File: config.mk
export PLATFORM = sky130hd
export DESIGN_NAME = mmio_uart_tx
export DESIGN_NICKNAME = d
export VERILOG_FILES = /design/src/rtl/mmio_uart_tx.sv
export SDC_FILE = /design/constraint.sdc
export NUM_CORES = 1
export LEC_CHECK = 0
export BUFFER_PORTS_ARGS = -buffer_cell sky130_fd_sc_hd__buf_4
export CORE_MARGIN = 8
export CORE_UTILIZATION = 54
export DETAILED_ROUTE_END_ITERATION = 8
export PLACE_DENSITY = 0.79
export SYNTH_ARGS = -nofsm -noshare
export SYNTH_HDL_FRONTEND = slang
export SYNTH_SLANG_ARGS = --single-unit
File: constraint.sdc
create_clock -name clock -period 3.8 [get_ports clock]
set_input_delay 0.76 -clock clock [delete_from_list [all_inputs] [get_ports clock]]
set_output_delay 0.76 -clock clock [all_outputs]
set_load 0.01 [all_outputs]
File: src/rtl/mmio_uart_tx.sv
// mmio_uart_tx: memory-mapped UART transmitter sitting after the MEM stage.
// It decodes a two-word window (TXDATA at BASE, STATUS at BASE+4), queues
// stored bytes in a small FIFO and serialises them 8N1 on uart_tx.
// Optional feature macro: UART_TX_PARITY_EN inserts an even-parity bit
// between the last data bit and the stop bit (8E1 framing).
module mmio_uart_tx #(
  parameter int          CLOCK_FREQ   = 27000000,
  parameter int          BAUD_RATE    = 115200,
  parameter int          FIFO_DEPTH   = 8,
  parameter logic [31:0] BASE_ADDRESS = 32'h0000_1000
) (
  input  logic        clock,
  input  logic        reset,
  input  logic [31:0] address,
  input  logic [31:0] input_data,
  input  logic        mem_write,
  input  logic        mem_read,
  output logic        selected,
  output logic [31:0] output_data,
  output logic        uart_tx
);

  // Cycles per bit, truncated.
  localparam int DIVIDER    = CLOCK_FREQ / BAUD_RATE;
  // A divider of 1 would give a zero-width counter; keep at least one bit.
  localparam int CNT_W      = (DIVIDER > 1) ? $clog2(DIVIDER) : 1;
  // FIFO_DEPTH is a power of two >= 2, so pointers wrap naturally.
  localparam int PTR_W      = $clog2(FIFO_DEPTH);
  // Occupancy needs one extra bit to represent "full".
  localparam int OCC_W      = PTR_W + 1;

  localparam logic [CNT_W-1:0] BAUD_LAST      = CNT_W'(DIVIDER - 1);
  localparam logic [OCC_W-1:0] OCC_FULL       = OCC_W'(FIFO_DEPTH);
  localparam logic [31:0]      STATUS_ADDRESS = BASE_ADDRESS + 32'd4;

`ifdef UART_TX_PARITY_EN
  typedef enum logic [2:0] {
    ST_IDLE   = 3'd0,
    ST_START  = 3'd1,
    ST_DATA   = 3'd2,
    ST_PARITY = 3'd3,
    ST_STOP   = 3'd4
  } state_t;
`else
  typedef enum logic [2:0] {
    ST_IDLE  = 3'd0,
    ST_START = 3'd1,
    ST_DATA  = 3'd2,
    ST_STOP  = 3'd4
  } state_t;
`endif

  state_t state_reg;
  state_t state_next;

  // Address decode and bus qualifiers.
  logic hit_data;
  logic hit_status;
  logic push_req;
  logic push_ok;
  logic pop;
  logic status_clear;

  // FIFO state.
  logic [7:0]       fifo_mem [FIFO_DEPTH];
  logic [PTR_W-1:0] wr_ptr_reg;
  logic [PTR_W-1:0] rd_ptr_reg;
  logic [OCC_W-1:0] count_reg;
  logic             fifo_full;
  logic             fifo_empty;
  logic             overflow_reg;

  // Serialiser datapath.
  logic [CNT_W-1:0] baud_cnt_reg;
  logic [2:0]       bit_idx_reg;
  logic [7:0]       shift_reg;
  logic             bit_end;
  logic             busy;
`ifdef UART_TX_PARITY_EN
  logic             parity_reg;
`endif

  logic [31:0] status_word;

  // Only the low byte of store data is transmitted.
  logic unused_data_bits;
  assign unused_data_bits = ^input_data[31:8];

  // Window decode; purely combinational so the pipeline never waits.
  assign hit_data     = (address == BASE_ADDRESS);
  assign hit_status   = (address == STATUS_ADDRESS);
  assign selected     = hit_data | hit_status;

  assign fifo_full    = (count_reg == OCC_FULL);
  assign fifo_empty   = (count_reg == '0);

  // A push is judged against the occupancy before this edge, so a pop on
  // the same edge never rescues a push into a full FIFO.
  assign push_req     = mem_write & hit_data;
  assign push_ok      = push_req & ~fifo_full;
  assign pop          = (state_reg == ST_IDLE) & ~fifo_empty;
  assign status_clear = mem_read & hit_status;

  assign bit_end      = (baud_cnt_reg == BAUD_LAST);

  // FIFO storage: write port only, no reset so it maps onto RAM.
  always_ff @(posedge clock) begin
    if (push_ok) begin
      fifo_mem[wr_ptr_reg] <= input_data[7:0];
    end
  end

  // FIFO pointers and occupancy; simultaneous push and pop cancel out.
  always_ff @(posedge clock) begin
    if (reset) begin
      wr_ptr_reg <= '0;
      rd_ptr_reg <= '0;
      count_reg  <= '0;
    end else begin
      if (push_ok) begin
        wr_ptr_reg <= wr_ptr_reg + PTR_W'(1);
      end
      if (pop) begin
        rd_ptr_reg <= rd_ptr_reg + PTR_W'(1);
      end
      case ({push_ok, pop})
        2'b10:   count_reg <= count_reg + OCC_W'(1);
        2'b01:   count_reg <= count_reg - OCC_W'(1);
        default: count_reg <= count_reg;
      endcase
    end
  end

  // Sticky overflow flag; a new overflow wins over a same-edge clear so
  // the event is never lost.
  always_ff @(posedge clock) begin
    if (reset) begin
      overflow_reg <= 1'b0;
    end else if (push_req && fifo_full) begin
      overflow_reg <= 1'b1;
    end else if (status_clear) begin
      overflow_reg <= 1'b0;
    end
  end

  // STATUS word assembly and read mux; loads see the pre-clear value.
  always_comb begin
    status_word                 = '0;
    status_word[0]              = fifo_full;
    status_word[1]              = fifo_empty;
    status_word[2]              = busy;
    status_word[3]              = overflow_reg;
    status_word[8 +: OCC_W]     = count_reg;
    output_data                 = hit_status ? status_word : 32'h0;
  end

  // FSM state register.
  always_ff @(posedge clock) begin
    if (reset) begin
      state_reg <= ST_IDLE;
    end else begin
      state_reg <= state_next;
    end
  end

  // FSM next-state logic: every non-idle state lasts whole bit periods.
  always_comb begin
    state_next = state_reg;
    case (state_reg)
      ST_IDLE: begin
        if (!fifo_empty) begin
          state_next = ST_START;
        end
      end
      ST_START: begin
        if (bit_end) begin
          state_next = ST_DATA;
        end
      end
      ST_DATA: begin
        if (bit_end && (bit_idx_reg == 3'd7)) begin
`ifdef UART_TX_PARITY_EN
          state_next = ST_PARITY;
`else
          state_next = ST_STOP;
`endif
        end
      end
`ifdef UART_TX_PARITY_EN
      ST_PARITY: begin
        if (bit_end) begin
          state_next = ST_STOP;
        end
      end
`endif
      ST_STOP: begin
        if (bit_end) begin
          state_next = ST_IDLE;
        end
      end
      default: state_next = ST_IDLE;
    endcase
  end

  // FSM outputs: line level and busy, decoded from the current state.
  always_comb begin
    uart_tx = 1'b1;
    busy    = 1'b1;
    case (state_reg)
      ST_IDLE: begin
        uart_tx = 1'b1;
        busy    = 1'b0;
      end
      ST_START: uart_tx = 1'b0;
      ST_DATA:  uart_tx = shift_reg[0];
`ifdef UART_TX_PARITY_EN
      ST_PARITY: uart_tx = parity_reg;
`endif
      ST_STOP:  uart_tx = 1'b1;
      default: begin
        uart_tx = 1'b1;
        busy    = 1'b0;
      end
    endcase
  end

  // Serialiser datapath: baud counter, bit index, shift register and the
  // running parity. The FIFO read is registered straight into shift_reg.
  always_ff @(posedge clock) begin
    if (reset) begin
      baud_cnt_reg <= '0;
      bit_idx_reg  <= 3'd0;
      shift_reg    <= 8'h00;
`ifdef UART_TX_PARITY_EN
      parity_reg   <= 1'b0;
`endif
    end else if (state_reg == ST_IDLE) begin
      baud_cnt_reg <= '0;
      bit_idx_reg  <= 3'd0;
      if (pop) begin
        shift_reg  <= fifo_mem[rd_ptr_reg];
`ifdef UART_TX_PARITY_EN
        parity_reg <= 1'b0;
`endif
      end
    end else if (bit_end) begin
      baud_cnt_reg <= '0;
      if (state_reg == ST_DATA) begin
        // Accumulate even parity from each bit as it leaves the line.
`ifdef UART_TX_PARITY_EN
        parity_reg  <= parity_reg ^ shift_reg[0];
`endif
        shift_reg   <= {1'b0, shift_reg[7:1]};
        bit_idx_reg <= bit_idx_reg + 3'd1;
      end
    end else begin
      baud_cnt_reg <= baud_cnt_reg + CNT_W'(1);
    end
  end

endmodule

==> run_results.csv <==
group,metric,value,unit
outcome,status,"complete, no violations",
job,drv_cap,0,
clock_network,cts_buffers,9,
power_and_ir_drop,peakVddDrop,0.351,mV
logic_synthesis,yosysTopAreaCell,"edfxtp_1",
sta,slew_headroom,0.207,
floorplanning,die_area,0.0118,mm²
clock_network,ctsResizeCount,0,
sta,min_period_over_period,0.834,
placement,hpwl,6230,µm
placement,dp_cells,510,
sta,worst_slew_pin_slew,1180,ps
route,drtIter0Drc,205,
clock_network,hold_buffers,0,
worst_setup_path,path_delay_family,"simple AND/OR/NAND/NOR gates",
final_layout,seq_area,0.00264,mm²
logic_synthesis,syn_area_per_cell,13.0,µm²
grt,grt_start_max_net_pins,25,
worst_setup_path,cp.buffers_inverters,2,
logic_synthesis,synth_cell_types,56,
worst_setup_path,critPathLaunchType,"input pin",
clock_network,root_buffer,"clkbuf_8",
logic_synthesis,ys_warn_count,0,
route,drtAntennaViolNets,0,
worst_setup_path,crit_chain,"buf_4 > nor4_2 > nand4_2 > nor3_1 > o311a_1 > buf_4",
floorplanning,core_area,0.00851,mm²
final_layout,area_delta_synth_final,13.9,%
route,routed_wl,8850,µm
final_layout,layout-drive-gt1-share,0.275,
floorplanning,start_util,0.546,
logic_synthesis,synth-xor-area-share,0.0208,
final_layout,stdcell_count,526,
worst_setup_path,critPathRequiredTime,3040,ps
sta,clock_skew,11.5,ps
worst_setup_path,end_kind,"primary output",
logic_synthesis,synth_compound_area_frac,0.0744,
logic_synthesis,ys_ff_latch,100,
logic_synthesis,yosys_most_used_dff,"edfxtp_1",
placement,portBuffers,53,
grt,grt.total_usage,0.160,
sta,setup_viol,0,
logic_synthesis,synth_top_area_frac,0.414,
logic_synthesis,synth_seq_area_share,0.569,
logic_synthesis,synth_edf_count,64,
worst_setup_path,crit_top_cell,"buf_4",
clock_network,post-cts-setup-buffers,0,
sta,rsz0062_at_grt,"false",
clock_network,h-tree-depth,3,
route,wl_per_cell,16.8,µm
final_layout,fillCellCount,666,
route,vias_per_cell,5.65,
final_layout,multi_input_area,0.00177,mm²
floorplanning,rows,34,
grt,grt_pass1_vias,2978,
clock_network,insertion_delay,360,ps
logic_synthesis,synthMuxAreaShare,0.0892,
grt,grt_antenna_before_repair,0,
sta,finalWorstPathRequiredPeriod,3170,ps
clock_network,cts_tree,"yes",
logic_synthesis,synth_area_leaders,"edfxtp_1 (41%), dfxtp_1 (16%), mux4_2 (7.8%), buf_4 (4.0%), ha_1 (2.4%)",
clock_network,clkSinkCount,100,
min_path,hp-class,"reg2reg",
final_layout,fin_nets,490,
floorplanning,dieWidth,109,µm
sta,hold_viol_final,0,
logic_synthesis,synthArstFlopShare,0,
logic_synthesis,synth_simple_gate_area_frac,0.153,
clock_network,clkTransAtPathRegs,90,ps
worst_setup_path,critical-path-max-stage-delay,540,ps
sta,final.setup.tns,0,ps
worst_setup_path,crit_type,"in2out",
route,drc,0,
route,firstDrtPassIters,4,
logic_synthesis,synth_cells,358,
final_layout,largest_register_ff_count,64,
logic_synthesis,synth-adder-area-share,0.0243,
worst_setup_path,crit_fanout,9,
worst_setup_path,crit_arrival,2410,ps
grt,grt_pass1_wl,14600,µm
route,vias,2970,
placement,place.gp.congestion,0.780,
floorplanning,die_h,109,µm
sta,drv_slew,0,
logic_synthesis,synth_top_family_by_area,"simple AND/OR/NAND/NOR gates",
final_layout,n_antenna_cell,0,
power_and_ir_drop,p_leak,1.87,nW
logic_synthesis,synthesis.area,0.00464,mm²
worst_setup_path,slowest_stage,"nor3_1",
grt,overflow,0,
power_and_ir_drop,p_per_area,368,mW/mm²
clock_network,cts_max_path_buffers,2,
sta,fmax,315,MHz
floorplanning,io_pins,102,
-- report_power, final --
group          switching (mW)  leakage [nW]  total, mW  internal, mW
Clock                   0.401         0.112      0.728         0.327
Combinational          0.0354         0.892     0.0678        0.0324
Sequential      0.00000000173         0.865       1.15          1.15
Total                   0.436          1.87       1.95          1.51
-- worst paths after layout --
path	slack (ps)	start	cells past startpoint	end
setup / recovery	630	address[1]	6	output_data[2]
hold / removal	470	shift_reg[4]	2	shift_reg[4]
setup reg to reg	1070	count_reg[0]	11	count_reg[2]
hold reg to reg	470	shift_reg[4]	2	shift_reg[4]
-- worst reg2reg max path: stages, from the launching register on --
cell and delay [ps]:
dfxtp_1 410, or4b_4 610, nand2_1 120, nor3_2 60, inv_2 170, ha_1 280, xor2_1 180, ha_1 160
a21oi_1 50, xor2_1 170, or3_1 320, a21oi_1 150
-- layer usage --
metal,global-route usage,share of wire,vias up,wire [µm]
li1,-,-,1416,-
met2,0.278,0.51,91,4490
met3,0.0443,0.064,12,568
met5,0,0,-,0
met4,0.0508,0.017,0,153
met1,0.187,0.41,1451,3630
-- cells in the final DEF (no fill, tap or decap), types with 4 or more instances in the layout --
master / Yosys / layout
xor2_1: 6 / 6
nand3_1: 5 / 5
o22ai_1: 7 / 7
nand2_1: 13 / 13
dfxtp_1: 36 / 36
inv_1: 15 / 15
clkbuf_8: 0 / 9
nor4_1: 4 / 4
edfxtp_1: 64 / 64
xnor2_1: 5 / 5
o21ai_0: 7 / 7
mux4_2: 16 / 16
a31oi_1: 4 / 4
conb_1: 1 / 24
a21oi_1: 8 / 8
nand2b_1: 4 / 4
nor2_1: 30 / 30
and2_1: 7 / 7
o32ai_1: 7 / 7
buf_4: 25 / 61
nor4_2: 7 / 7
ha_1: 9 / 9
nor3_1: 8 / 8
-- final cells by class --
cell class,count,area share
flip-flops and latches,100,0.500
clock inverters,7,0.0189
inverters,16,0.0114
repair buffers,61,0.0866
clock buffers,9,0.0234
well taps,108,0.0256
multi-input cells,225,0.334
-- cell families (layout without fill, tap and decap cells) --
family	Yosys count	count (layout)
mux	21	21
simple gates	110	110
flops	100	100
buf+inv	56	93
other cells	1	24
xor+xnor	11	11
compound gates	50	50
fa+ha+maj	9	9
-- Yosys cell counts, drive strengths merged (4+ instances only) --
cell / instances
nand2b: 4
and2: 7
o21ai: 7
nor2: 30
nor3: 10
ha: 9
buf: 33
inv: 16
nand3: 5
nand2: 13
nor4: 12
xnor2: 5
nand4: 5
a31oi: 4
xor2: 6
o32ai: 7
clkbuf: 7
nor4b: 5
dfxtp: 36
mux4: 16
edfxtp: 64
a21oi: 9
o22ai: 7
-- metrics by stage --
step / hold WS (ps) / area (µm²) / setup slack, ps / power [mW] / util
CTS: 465 / 5290 / 600 / 1.96 / 0.621
finish: 467 / 5290 / 630 / 1.95 / 0.621
detailed placement: 450 / 5060 / 410 / 1.24 / 0.595
global route: 478 / 5290 / 402 / 2.01 / 0.621
floorplan: 432 / 4730 / 760 / 1.22 / -
global placement: 441 / 5060 / 543 / 1.24 / 0.595
Note: power is estimated with default switching activity, not from simulation.
